**config.mk**
```make
export PLATFORM = sky130hd
export DESIGN_NAME = uart_fifo_tx
export DESIGN_NICKNAME = d
export VERILOG_FILES = /design/src/rtl/uart_fifo_tx.sv
export SDC_FILE = /design/constraint.sdc
export NUM_CORES = 1
export LEC_CHECK = 0
export CAP_MARGIN = 0
export CELL_PAD_IN_SITES_DETAIL_PLACEMENT = 1
export CELL_PAD_IN_SITES_GLOBAL_PLACEMENT = 1
export CORE_ASPECT_RATIO = 0.8
export CORE_MARGIN = 2
export CORE_UTILIZATION = 35
export DETAILED_ROUTE_END_ITERATION = 10
export GPL_ROUTABILITY_DRIVEN = 0
export GPL_TIMING_DRIVEN = 0
export HOLD_SLACK_MARGIN = 0.06
export PLACE_DENSITY_LB_ADDON = 0.1
export SLEW_MARGIN = 5
export SYNTH_ARGS = -nofsm -noshare
export SYNTH_HDL_FRONTEND = slang
export SYNTH_SLANG_ARGS = --single-unit
```
**constraint.sdc**
```tcl
create_clock -name clk -period 1.8 [get_ports clk]
set_clock_uncertainty 0.2 [all_clocks]
set_input_delay 0.18 -clock clk [delete_from_list [all_inputs] [get_ports clk]]
set_output_delay 0.18 -clock clk [all_outputs]
set_load 0.02 [all_outputs]
```
**src/rtl/uart_fifo_tx.sv**
```systemverilog
// uart_fifo_tx
//   UART transmitter that pulls bytes from a first-word-fall-through FIFO and
//   sends each one as an LSB-first frame: start bit, 8 data bits, an optional
//   parity bit, then 1 or 2 stop bits. When the FIFO still holds data at the
//   end of the last stop bit, the next byte is fetched in that same cycle, so
//   consecutive frames follow each other with no idle gap.
//
// Parameters
//   CLK_FREQ    system clock frequency in Hz
//   BAUD_RATE   line bit rate; one bit lasts CLK_FREQ/BAUD_RATE clocks
//   PARITY_EN   1 inserts a parity bit after D7
//   PARITY_ODD  0 = even parity, 1 = odd parity
//   STOP_BITS   1 or 2 stop bits
//
// Ports
//   clk         system clock, rising edge
//   rst         synchronous reset, active low
//   fifo_empty  source FIFO empty flag
//   fifo_rdata  source FIFO head byte (valid while fifo_empty = 0)
//   fifo_rd     one-cycle pop strobe to the source FIFO
//   tx          serial line, idles high, registered
//   tx_busy     high while a frame is in flight, including the fetch cycle
//   tx_done     one-cycle pulse in the final cycle of the stop period

module uart_fifo_tx #(
    parameter int CLK_FREQ   = 100_000_000,
    parameter int BAUD_RATE  = 9600,
    parameter int PARITY_EN  = 0,
    parameter int PARITY_ODD = 0,
    parameter int STOP_BITS  = 1
) (
    input  logic       clk,
    input  logic       rst,
    input  logic       fifo_empty,
    input  logic [7:0] fifo_rdata,
    output logic       fifo_rd,
    output logic       tx,
    output logic       tx_busy,
    output logic       tx_done
);

    localparam int BIT_CYC = CLK_FREQ / BAUD_RATE;
    localparam int CNT_W   = (BIT_CYC > 1) ? $clog2(BIT_CYC) : 1;
    localparam logic [CNT_W-1:0] BAUD_LAST = CNT_W'(BIT_CYC - 1);
    localparam logic PAR_ODD_BIT = (PARITY_ODD != 0);

    typedef enum logic [2:0] {
        IDLE,
        START,
        DATA,
        PARITY,
        STOP
    } state_t;

    state_t           state;
    logic [CNT_W-1:0] baud_cnt;
    logic [2:0]       bit_idx;
    logic [7:0]       shreg;
    logic             par_bit;
    logic             tx_q;

    logic bit_end;
    logic stop_last;
    logic fetch;

    assign bit_end = (baud_cnt == BAUD_LAST);

    // In STOP the bit index counts stop bits, so the second stop bit is the
    // last one when two are configured.
    assign stop_last = (STOP_BITS < 2) || bit_idx[0];

    // A fetch happens either from IDLE or in the very last stop cycle; it is
    // combinational so the FIFO head is popped in the same cycle it is latched.
    assign fetch = rst && !fifo_empty &&
                   ((state == IDLE) || ((state == STOP) && bit_end && stop_last));

    assign fifo_rd = fetch;
    assign tx_busy = (state != IDLE) || fetch;
    assign tx_done = rst && (state == STOP) && bit_end && stop_last;
    assign tx      = tx_q;

    // Frame sequencer. The tx register is loaded with the value of the bit
    // that the next state will put on the line, so tx changes exactly on the
    // edge where the state changes and never glitches.
    always_ff @(posedge clk) begin
        if (!rst) begin
            state    <= IDLE;
            baud_cnt <= '0;
            bit_idx  <= '0;
            shreg    <= '0;
            par_bit  <= 1'b0;
            tx_q     <= 1'b1;
        end else begin
            case (state)
                IDLE: begin
                    tx_q     <= 1'b1;
                    baud_cnt <= '0;
                    bit_idx  <= '0;
                    if (fetch) begin
                        shreg   <= fifo_rdata;
                        par_bit <= (^fifo_rdata) ^ PAR_ODD_BIT;
                        state   <= START;
                        tx_q    <= 1'b0;
                    end
                end

                START: begin
                    if (bit_end) begin
                        baud_cnt <= '0;
                        bit_idx  <= '0;
                        state    <= DATA;
                        tx_q     <= shreg[0];
                    end else begin
                        baud_cnt <= baud_cnt + 1'b1;
                    end
                end

                DATA: begin
                    if (bit_end) begin
                        baud_cnt <= '0;
                        shreg    <= {1'b0, shreg[7:1]};
                        if (bit_idx == 3'd7) begin
                            bit_idx <= '0;
                            if (PARITY_EN != 0) begin
                                state <= PARITY;
                                tx_q  <= par_bit;
                            end else begin
                                state <= STOP;
                                tx_q  <= 1'b1;
                            end
                        end else begin
                            bit_idx <= bit_idx + 1'b1;
                            tx_q    <= shreg[1];
                        end
                    end else begin
                        baud_cnt <= baud_cnt + 1'b1;
                    end
                end

                PARITY: begin
                    if (bit_end) begin
                        baud_cnt <= '0;
                        bit_idx  <= '0;
                        state    <= STOP;
                        tx_q     <= 1'b1;
                    end else begin
                        baud_cnt <= baud_cnt + 1'b1;
                    end
                end

                STOP: begin
                    if (bit_end) begin
                        baud_cnt <= '0;
                        if (!stop_last) begin
                            bit_idx <= bit_idx + 1'b1;
                        end else if (fetch) begin
                            // Chain straight into the next frame.
                            bit_idx <= '0;
                            shreg   <= fifo_rdata;
                            par_bit <= (^fifo_rdata) ^ PAR_ODD_BIT;
                            state   <= START;
                            tx_q    <= 1'b0;
                        end else begin
                            bit_idx <= '0;
                            state   <= IDLE;
                            tx_q    <= 1'b1;
                        end
                    end else begin
                        baud_cnt <= baud_cnt + 1'b1;
                    end
                end

                default: begin
                    state    <= IDLE;
                    baud_cnt <= '0;
                    bit_idx  <= '0;
                    tx_q     <= 1'b1;
                end
            endcase
        end
    end

endmodule
```
# After elaboration in Yosys (flattened, before gate mapping)
# Cells that the tools add are included.
word_totals:
  ff_bits: 29
  in_bits: 11
  output_inout_bits: 4
  word_cells: 63
op_classes:
  n_addsub: 2
  n_eq_ne: 13
  muxes: 23
  n_bitwise: 2
  reduce_logical: 18
op_table:
  columns: ["operator", "count"]
  rows:
  - ["3-bit 2-to-1 mux", 9]
  - ["8-bit 2-to-1 mux", 3]
  - ["8-bit one-hot mux with 3 select lines", 1]
  - ["3-bit one-hot mux with 5 select lines", 1]
  - ["14-bit by 1-bit adder with 14-bit output, second input constant", 1]
  - ["14-bit equality test, second input constant", 1]
  - ["2-bit inequality test, second input constant", 6]
  - ["1-bit 2-to-1 mux", 7]
  - ["3-bit by 2-bit equality test with 1-bit output, second input constant", 2]
  - ["3-bit equality test, second input constant", 2]
  - ["3-bit one-hot mux with 2 select lines", 1]
  - ["6-bit AND reduction", 1]
  - ["3-bit nonzero test", 2]
  - ["3-bit OR reduction", 2]
  - ["1-bit logical AND", 5]
  - ["1-bit one-hot mux with 5 select lines", 1]
  - ["4-bit AND reduction", 1]
  - ["4-bit OR reduction", 1]
  - ["3-bit by 1-bit adder with 3-bit output, second input constant", 1]
  - ["3-bit by 1-bit equality test with 1-bit output, second input constant", 1]
  - ["3-bit zero test", 1]
  - ["3-bit AND reduction", 1]
  - ["1-bit logical OR", 2]
  - ["2-bit by 1-bit inequality test with 1-bit output, second input constant", 1]
  - ["other kinds (3)", 4]

# Depth between registers and ports, before layout
depth:
  word_depth: 7
  mapped_depth: 7
  ltp_nobuf: 5

# Worst setup path after synthesis
# OpenSTA, ideal clock, no wires.
synth_timing:
  kind: "reg-to-output"
  from: "register baud_cnt[0]"
  to: "output tx_done"
  arrival_ns: 1.744
  required_ns: 1.420
  slack_ns: -0.324
  path_stages_with_launch: 6
  path_buffers: 1
  path_cell_list: "dfxtp_1 ha_1 and3_1 nand4_1 buf_2 nor4_1"
synth_between:
  elab_chain_len: 2
synth_rtl:
  columns: ["element", "line_no", "rtl"]
  rows:
  - ["start: declaration", "56", "logic [CNT_W-1:0] baud_cnt;"]
  - ["start signal: assignment", "114", "baud_cnt <= baud_cnt + 1'b1;"]
  - ["start signal: assignment", "136", "baud_cnt <= baud_cnt + 1'b1;"]
  - ["start signal: assignment", "147", "baud_cnt <= baud_cnt + 1'b1;"]
  - ["14-bit equality test", "66", "assign bit_end = (baud_cnt == BAUD_LAST);"]
  - ["1-bit logical AND", "79", "assign tx_done = rst && (state == STOP) && bit_end && stop_last;"]
  - ["end: declaration", "39", "output logic tx_done"]
# Every way passes these cells.

# Final worst setup path
layout_timing:
  from: "register baud_cnt[12]"
  to: "output fifo_rd"
layout_between:
  elab_chain_len: 4
layout_rtl:
  columns: ["element", "line_no", "rtl"]
  rows:
  - ["14-bit equality test", "66", null]
  - ["1-bit logical AND", "75", "((state == IDLE) || ((state == STOP) && bit_end && stop_last));"]
  - ["1-bit logical OR", "75", null]
  - ["1-bit logical AND", "74", "assign fetch = rst && !fifo_empty &&"]
  - ["end: declaration", "36", "output logic fifo_rd,"]
# Every way passes these cells.

==> run_results.csv <==
group,metric,value,unit
setup_path,worstPathMaxFanout,4,
run,maxCapViolCount,0,
power,clock_power_share,0.411,
global_routing,grt.total_usage,0.191,
setup_path,worstReg2RegStart,"baud_cnt[12]",
setup_path,critPathLaunch,"baud_cnt[12]",
synth,postSynthCellCount,169,
floorplanning,initial_utilization,0.373,
synth,post_synth_num_cell_types,37,
place,place_ws,-659,ps
routing,dr.first_iter.drc_count,65,
synth,yosys_warnings,0,
synth,asyncSetResetFlopFracSynth,0,
synth,yosysSeqAreaShare,0.399,
timing,maxClockFrequency,466,MHz
synth,syn_area,1460,µm²
clock_network,h-tree-depth,2,
power,power.switching,0.352,mW
hold_path,worst_hold_startpoint,"bit_idx[2]",
floorplanning,floorplan.die.height,61.7,µm
setup_path,worstSetupPathType,"flop to output pin",
finish,footprint_of_the_multi_input_gates,956,µm²
power,internal_power,1.09,mW
timing,timing.final.ws_setup,-346,ps
synth,synth-seq-cells,29,
synth,synth_xor_xnor_area_share,0.0782,
finish,area.sequential,598,µm²
place,buffer_ports.inserted,14,
clock_network,clkLatencyLatePin,270,ps
setup_path,critPathCaptureType,"output pin",
finish,nNetsFinal,216,
synth,synth_simple_gate_area_share,0.272,
floorplanning,core-area,3900,µm²
routing,vias_per_cell,5.27,
finish,n_antenna_cell,0,
power,seq_power_share,0.465,
timing,finalHoldWorstSlack,283,ps
clock_network,clk_path_buf_depth,2,
timing,final-setup-viol-count,28,
run_status,violations,"setup timing",
synth,synth_top_family_by_area,"simple AND/OR/NAND/NOR gates",
setup_path,critPathArrivalTime,1770,ps
global_routing,global_route.overflow_total,0,
routing,detail_route.wirelength,4250,µm
clock_network,cts_hold_buffers,0,
global_routing,grt_max_degree,11,
finish,syn_to_final_growth,42.2,%
setup_path,timing.critical_path.from_type,"flop",
routing,first_pass_iters,4,
power,p_comb_frac,0.125,
timing,final_max_slew_viol_count,0,
finish,filler_cell_count,456,
setup_path,required_arrival_time_at_the_worst_endpoint,1420,ps
clock_network,cts_root_buf,"sky130_fd_sc_hd__clkbuf_8",
clock_network,clock_transition_time_at_the_flip_flop_clock_pins_of_the_worst_setup_and_hold_paths,60,ps
synth,mux_cell_area_share_after_synthesis,0.0206,
synth,synth_compound_gate_area_share,0.159,
timing,layout_worst_path_cycle_share,1.19,
clock_network,cts_inserted_buffers,5,
routing,drt_drc_violations_left,0,
power,power_density,696,nW/µm²
floorplanning,die_x,76.1,µm
timing,worst-slew-pin-transition,767,ps
finish,final_layout_size_suffix_gt1_frac,0.315,
power,switching_share_of_total_power,0.245,
finish,fin_util,0.530,
timing,fin_crit,2150,ps
global_routing,antenna_found_initial,0,
synth,yosys.area_share.adder,0.0258,
power,power.leakage,0.710,nW
synth,postSynth.topFlopCell,"sky130_fd_sc_hd__dfxtp_1",
synth,synth_enable_flop_cells,0,
synth,synth_nets,183,
floorplanning,dieArea,4690,µm²
synth,synth.avg_cell_area,8.61,µm²
routing,ant_nets,0,
floorplanning,design.portCount,15,
routing,dr_total_vias,1360,
power,ir_worst_vdd,0.000351,V
timing,final_report_hold_violation_count,0,
timing,maxSlewHeadroom,0.488,
place,dpl.hpwl,2700,µm
timing,grt_setup_unrepaired,"yes",
clock_network,clkSinkCount,29,
hold_path,timing.hold.worst.class,"flop to flop",
clock_network,tritoncts,"yes",
routing,wl_per_cell,16.5,µm
global_routing,grt_pass1_vias,1359,
global_routing,grt_pass1_wl,6860,µm
floorplanning,rows,20,
run_status,run_status,"finished with violations",
[logic make-up after synthesis]
group / count (synthesis)
xor gates and xnor gates: 13
muxes: 3
and+or+nand+nor: 81
DFF: 29
buffers and inverters: 15
adders and majority gates: 3
AOI/OAI and AO/OA: 25
[timing repair]
action | 4_1_cts | 5_1_grt
pin swaps | 6 | 10
gates cloned | 0 | 1
endpoints found under the setup margin | 25 | 32
buffers inserted | 8 | 3
gates resized for setup | 45 | 16
endpoints found under the hold margin | 0 | 0
[sequential cells by signal, indices dropped and copies added (netlist names)]
| name | cells |
|---|---|
| baud_cnt | 14 |
| shreg | 8 |
| bit_idx | 3 |
| state | 3 |
| tx | 1 |
[power groups by stage]
stage                     Combinational, mW  Sequential (mW)  Clock (mW)
after floorplan                      0.0920            0.686           0
after global placement                0.145            0.686           0
after detailed placement              0.148            0.687           0
after CTS                             0.167            0.670       0.611
after global routing                  0.195            0.671       0.638
final                                 0.179            0.670       0.591
[metal layers]
layer	wire [µm]	vias to the layer above	global-route usage
met5	0	-	0
li1	-	665	-
met4	70	0	0.0701
met2	2040	18	0.310
met3	129	9	0.0543
met1	2010	668	0.251
[Yosys cell counts (2+ instances only)]
cell	instances	area, µm²
sky130_fd_sc_hd__nor2_1	32	120
sky130_fd_sc_hd__dfxtp_1	29	581
sky130_fd_sc_hd__nand2_1	13	48.8
sky130_fd_sc_hd__xnor2_1	11	96.3
sky130_fd_sc_hd__nor3_1	9	45.0
sky130_fd_sc_hd__nand3_1	8	40.0
sky130_fd_sc_hd__a221oi_2	7	105
sky130_fd_sc_hd__clkbuf_1	7	26.3
sky130_fd_sc_hd__inv_1	5	18.8
sky130_fd_sc_hd__o21ai_0	5	25.0
sky130_fd_sc_hd__nor4_1	4	25.0
sky130_fd_sc_hd__o22ai_1	4	25.0
sky130_fd_sc_hd__ha_1	3	37.5
sky130_fd_sc_hd__mux2i_1	3	30.0
sky130_fd_sc_hd__nand4_1	3	18.8
sky130_fd_sc_hd__buf_2	2	10.0
sky130_fd_sc_hd__nand2b_1	2	12.5
sky130_fd_sc_hd__or3b_1	2	17.5
sky130_fd_sc_hd__xor2_1	2	17.5
[path summary, 6_finish.rpt]
check               end  slack (ps)  cells past startpoint
min          bit_idx[2]         280                      2
max reg2reg    shreg[6]        -230                      5
max             fifo_rd        -350                      6
min reg2reg  bit_idx[2]         280                      2
[per-stage QoR]
stage               TNS [ps]  area [µm²]  cells  power, mW
detailed placement     -6580        1710    238      0.835
finish                 -4330        2070    258       1.44
CTS                    -1410        1980    254       1.45
floorplan                  0        1500    169      0.778
global placement       -5840        1710    238      0.831
global route           -6980        2070    258       1.50
[cell usage in the layout (no fill, tap or decap), drive strengths merged, types with 2 or more instances in the layout]
cell type      count
nand3              8
inv                5
clkdlybuf4s50     11
nand4              3
o22ai              4
nor3               9
mux2i              3
buf               18
dfxtp             29
nor2              32
ha                 3
nor4               5
xor2               2
or3b               2
a221oi             8
nand2b             2
nand2             13
clkbuf            13
o21ai              5
xnor2             11
[layout make-up]
cell class                      instances  area share
Tap cell                               55      0.0333
Timing Repair Buffer                   26       0.119
Sequential cell                        29       0.289
Inverter                                5     0.00907
Buffer                                 10      0.0393
Clock inverter                          1     0.00242
Multi-Input combinational cell        125       0.462
Clock buffer                            7      0.0466
[worst max-delay path, stage by stage (launching register included)]
cell and delay (ps):
sky130_fd_sc_hd__dfxtp_4 350, sky130_fd_sc_hd__nor4bb_4 310, sky130_fd_sc_hd__nand4_1 230, sky130_fd_sc_hd__buf_6 210, sky130_fd_sc_hd__and2_4 170, sky130_fd_sc_hd__nor2b_4 100, sky130_fd_sc_hd__buf_6 120
(Power assumes the default switching activity.)
